===== src/rtl/jesd204_link_pkg.sv =====
// JESD204 link-layer constants shared by the RX ILA checker and the TX ILA generator:
// control characters, link configuration octet layout and the ILA state encoding.
package jesd204_link_pkg;

  localparam logic [7:0] K28_0 = 8'h1C;  // /R/ multiframe start
  localparam logic [7:0] K28_3 = 8'h7C;  // /A/ multiframe end
  localparam logic [7:0] K28_4 = 8'h9C;  // /Q/ config follows
  localparam logic [7:0] K28_5 = 8'hBC;  // /K/ comma

  localparam int LINK_CONF_OCTET_NUM = 14;
  localparam int CFG_W               = 8 * LINK_CONF_OCTET_NUM;
  localparam int CFG_FIRST_OCT       = 2;
  localparam int CFG_LAST_OCT        = CFG_FIRST_OCT + LINK_CONF_OCTET_NUM - 1;
  localparam int CFG_MIN_MF          = CFG_LAST_OCT + 2;

  localparam int OCT_DID      = 0;
  localparam int OCT_ADJ_BID  = 1;
  localparam int OCT_LID      = 2;
  localparam int OCT_SCR_L    = 3;
  localparam int OCT_F        = 4;
  localparam int OCT_K        = 5;
  localparam int OCT_M        = 6;
  localparam int OCT_CS_N     = 7;
  localparam int OCT_SUBV_NP  = 8;
  localparam int OCT_JESDV_S  = 9;
  localparam int OCT_HD_CF    = 10;
  localparam int OCT_RSVD0    = 11;
  localparam int OCT_FCHK     = 13;

  localparam int FIELD5_W      = 5;  // LID, L, K, N, N', S, CF
  localparam int ADJCNT_LSB    = 4;
  localparam int ADJDIR_BIT    = 6;
  localparam int PHADJ_BIT     = 5;
  localparam int SCR_BIT       = 7;
  localparam int CS_LSB        = 6;
  localparam int SUBCLASSV_LSB = 5;
  localparam int JESDV_LSB     = 5;
  localparam int HD_BIT        = 7;

  typedef enum logic [1:0] {
    ST_IDLE   = 2'd0,
    ST_WAIT_R = 2'd1,
    ST_ILA    = 2'd2,
    ST_DATA   = 2'd3
  } ila_state_e;

endpackage


===== src/rtl/ila_fchk_calc.sv =====
// Link configuration checksum: mod-256 sum of the configuration fields in octets 0..10.
// Purely combinational so the TX generator can reuse it on its own config vector.
module ila_fchk_calc
  import jesd204_link_pkg::*;
(
  input  logic [CFG_W-1:0] cfg,
  output logic [7:0]       fchk
);

  logic [7:0] did, f_oct, m_oct;
  logic [3:0] adjcnt, bid;
  logic       adjdir, phadj, scr, hd;
  logic [1:0] cs;
  logic [2:0] subclassv, jesdv;
  logic [FIELD5_W-1:0] lid, l, k, n, np, s, cf;
  logic unused_bits;

  assign did       = cfg[8*OCT_DID +: 8];
  assign adjcnt    = cfg[8*OCT_ADJ_BID + ADJCNT_LSB +: 4];
  assign bid       = cfg[8*OCT_ADJ_BID +: 4];
  assign adjdir    = cfg[8*OCT_LID + ADJDIR_BIT];
  assign phadj     = cfg[8*OCT_LID + PHADJ_BIT];
  assign lid       = cfg[8*OCT_LID +: FIELD5_W];
  assign scr       = cfg[8*OCT_SCR_L + SCR_BIT];
  assign l         = cfg[8*OCT_SCR_L +: FIELD5_W];
  assign f_oct     = cfg[8*OCT_F +: 8];
  assign k         = cfg[8*OCT_K +: FIELD5_W];
  assign m_oct     = cfg[8*OCT_M +: 8];
  assign cs        = cfg[8*OCT_CS_N + CS_LSB +: 2];
  assign n         = cfg[8*OCT_CS_N +: FIELD5_W];
  assign subclassv = cfg[8*OCT_SUBV_NP + SUBCLASSV_LSB +: 3];
  assign np        = cfg[8*OCT_SUBV_NP +: FIELD5_W];
  assign jesdv     = cfg[8*OCT_JESDV_S + JESDV_LSB +: 3];
  assign s         = cfg[8*OCT_JESDV_S +: FIELD5_W];
  assign hd        = cfg[8*OCT_HD_CF + HD_BIT];
  assign cf        = cfg[8*OCT_HD_CF +: FIELD5_W];

  assign fchk = did + 8'(adjcnt) + 8'(bid) + 8'(adjdir) + 8'(phadj) + 8'(lid)
              + 8'(scr) + 8'(l) + f_oct + 8'(k) + m_oct + 8'(cs) + 8'(n)
              + 8'(subclassv) + 8'(np) + 8'(jesdv) + 8'(s) + 8'(hd) + 8'(cf);

  // Reserved bits, reserved octets 11/12 and FCHK itself take no part in the sum.
  assign unused_bits = ^{cfg[8*OCT_LID + 7], cfg[8*OCT_SCR_L + 5 +: 2],
                         cfg[8*OCT_K + 5 +: 3], cfg[8*OCT_CS_N + 5],
                         cfg[8*OCT_HD_CF + 5 +: 2], cfg[CFG_W-1:8*OCT_RSVD0]};

endmodule


===== config.mk =====
export PLATFORM = sky130hd
export DESIGN_NAME = ila_fchk_calc
export DESIGN_NICKNAME = d
export VERILOG_FILES = /design/src/rtl/jesd204_link_pkg.sv /design/src/rtl/ila_fchk_calc.sv
export SDC_FILE = /design/constraint.sdc
export NUM_CORES = 1
export LEC_CHECK = 0
export CORE_MARGIN = 1.5
export CORE_UTILIZATION = 40
export DETAILED_ROUTE_END_ITERATION = 7
export PLACE_DENSITY = 0.85
export SKIP_LAST_GASP = 1
export SLEW_MARGIN = 20
export SYNTH_ARGS = -nofsm -noshare
export SYNTH_HDL_FRONTEND = slang
export SYNTH_SLANG_ARGS = --single-unit

===== constraint.sdc =====
create_clock -name vclk -period 10
set_input_delay 2 -clock vclk [all_inputs]
set_output_delay 2 -clock vclk [all_outputs]
set_load 0.05 [all_outputs]

==> flow_metrics.py <==
metrics = {
    "placement": {
        "place_hpwl_um": 3830,
        "place_area_mm2": 0.00297,
        "gp_congestion": 0.764,
        "io_buffers": 87,
        "dp_slack_ns": 0.454,
    },
    "layout": {
        "clock_buffers": 0,
        "antennaDiodeCount": 0,
        "final_cell_area_mm2": 0.00297,
        "drive_above_1_share_pct": 0.683,
        "final_nets": 486,
        "layout_common_cells": "inv_1, clkdlybuf4s50_1, fa_1, ha_1, xnor2_1",
        "syn_to_final_growth_pct": 47.1,
        "seq_cells": 0,
        "nFillCells": 416,
        "seqCellArea_um2": 0,
        "multi_input_area_mm2": 0.00163,
        "final_common_cell": "inv_1",
    },
    "die": {
        "die_x_um": 74.0,
        "pin_count": 120,
        "start_util_pct": 42.1,
        "coreArea_mm2": 0.00479,
        "chipHeight_um": 74.0,
        "rows": 25,
        "die_area_mm2": 0.00547,
    },
    "routing": {
        "drt-initial-drc-count": 7,
        "vias": 1528,
        "firstDrtPassIters": 4,
        "drc": 0,
        "wl_um": 3870,
        "avgViaCountPerCell": 4.24,
        "post_drt_wl_per_cell_um": 10.8,
        "ant_nets": 0,
    },
    "global_routing": {
        "grt-ovfl-total": 0,
        "grt_antenna_before_repair": 0,
        "grt_max_degree": 6,
        "grt.met1_usage_pct": 17.2,
        "grt_pass1_wl_um": 6840,
        "grt.met3_usage_pct": 2.17,
        "grt_pass1_vias": 1735,
        "grt-busiest-layer": "met2",
        "grt_usage_pct": 15.6,
        "grt_use_met2_pct": 32.9,
    },
    "status": {
        "status": "complete, no violations",
    },
    "job": {
        "drv_cap": 0,
    },
    "setup_path": {
        "critical_path_arrival_ns": 7.55,
        "required_ns": 8.00,
        "endpoint_kind": "output pin",
        "worst-setup-path-type": "in -> out",
        "critical_path_peak_fanout": 3,
        "cp-start-kind": "input port",
    },
    "clocking": {
        "cts_resized": 0,
        "hold_buffers": 0,
        "post_cts_buffers": 0,
    },
    "sta": {
        "max_freq_ghz": 0.105,
        "post-route-min-period_ns": 9.55,
        "holdWs_ns": 5.09,
        "hold_viol": 0,
        "rsz0062_at_grt": "no",
        "slew_headroom_pct": 65.7,
        "finalMaxSlewViolations": 0,
        "worst_pin_slew_ns": 0.513,
        "finalCritPeriodShare_pct": 95.5,
        "final.setup.tns_ns": 0,
        "setup_slack_ns": 0.453,
        "setup_viol": 0,
    },
    "synthesis": {
        "syn_avg_cell_area_um2": 9.78,
        "syn_nets": 397,
        "mappedNetlistArea_mm2": 0.00202,
        "yosys_warnings": 0,
        "synthCells": 206,
        "synth_seq_area_share_pct": 0,
        "synth_cell_types": 14,
    },
    "min_path": {
        "min_path_type": "in -> out",
    },
}
[Yosys cell counts, drive strengths merged]
cell,number,area [µm²]
a211oi,1,7.51
nor3,1,5.00
fa,59,1180
ha,20,250
xnor3,1,22.5
a2111o,1,11.3
a21o,3,22.5
o311ai,1,8.76
inv,103,387
o21ai,1,5.00
o21bai,1,7.51
xnor2,6,52.6
a21oi,4,20.0
xor2,4,35.0
[area by class of cell]
type                            count  share of cell area [%]
Multi-Input combinational cell    103                    54.9
Timing Repair Buffer               87                    29.2
Inverter                          103                    13.0
Tap cell                           67                    2.83
[worst paths after layout]
kind / from / end / slack [ns] / cells past startpoint
min: cfg[39] / fchk[7] / 5.09 / 6
max: cfg[1] / fchk[5] / 0.45 / 17
[kinds of logic after synthesis]
kind of cell / count (synthesis) / share of synthesized area (%)
adder cells (fa/ha/maj): 79 / 71.0
buffers and inverters: 103 / 19.2
XOR/XNOR: 11 / 5.46
AO/OA/AOI/OAI: 12 / 4.10
AND/OR/NAND/NOR: 1 / 0.248
[metrics by stage]
stage                     util (%)  std cells
after CTS                     62.0        360
final                         62.0        360
after detailed placement      62.0        360
after global routing          62.0        360
after global placement        62.0        360
after floorplan                  -        206
[critical path: stages]
cell	delay [ns]
clkdlybuf4s50_1	0.46
inv_1	0.05
fa_1	0.53
inv_1	0.05
fa_1	0.51
fa_1	0.54
inv_1	0.05
fa_1	0.52
fa_1	0.54
inv_1	0.04
ha_1	0.27
ha_1	0.23
fa_1	0.42
a21o_1	0.19
a21oi_1	0.16
xnor2_1	0.13
clkdlybuf4s50_1	0.82
[per-layer routing]
metal,share of wire [%],wire [µm],vias to the layer above
met5,0,0,-
met4,0,0,0
met3,9.9,384,0
met2,56,2190,65
met1,34,1300,732
li1,-,-,731
Power is left out: the tool's default activity adds up to more than one toggle a clock period on the data nets, which glitch-free logic cannot reach.
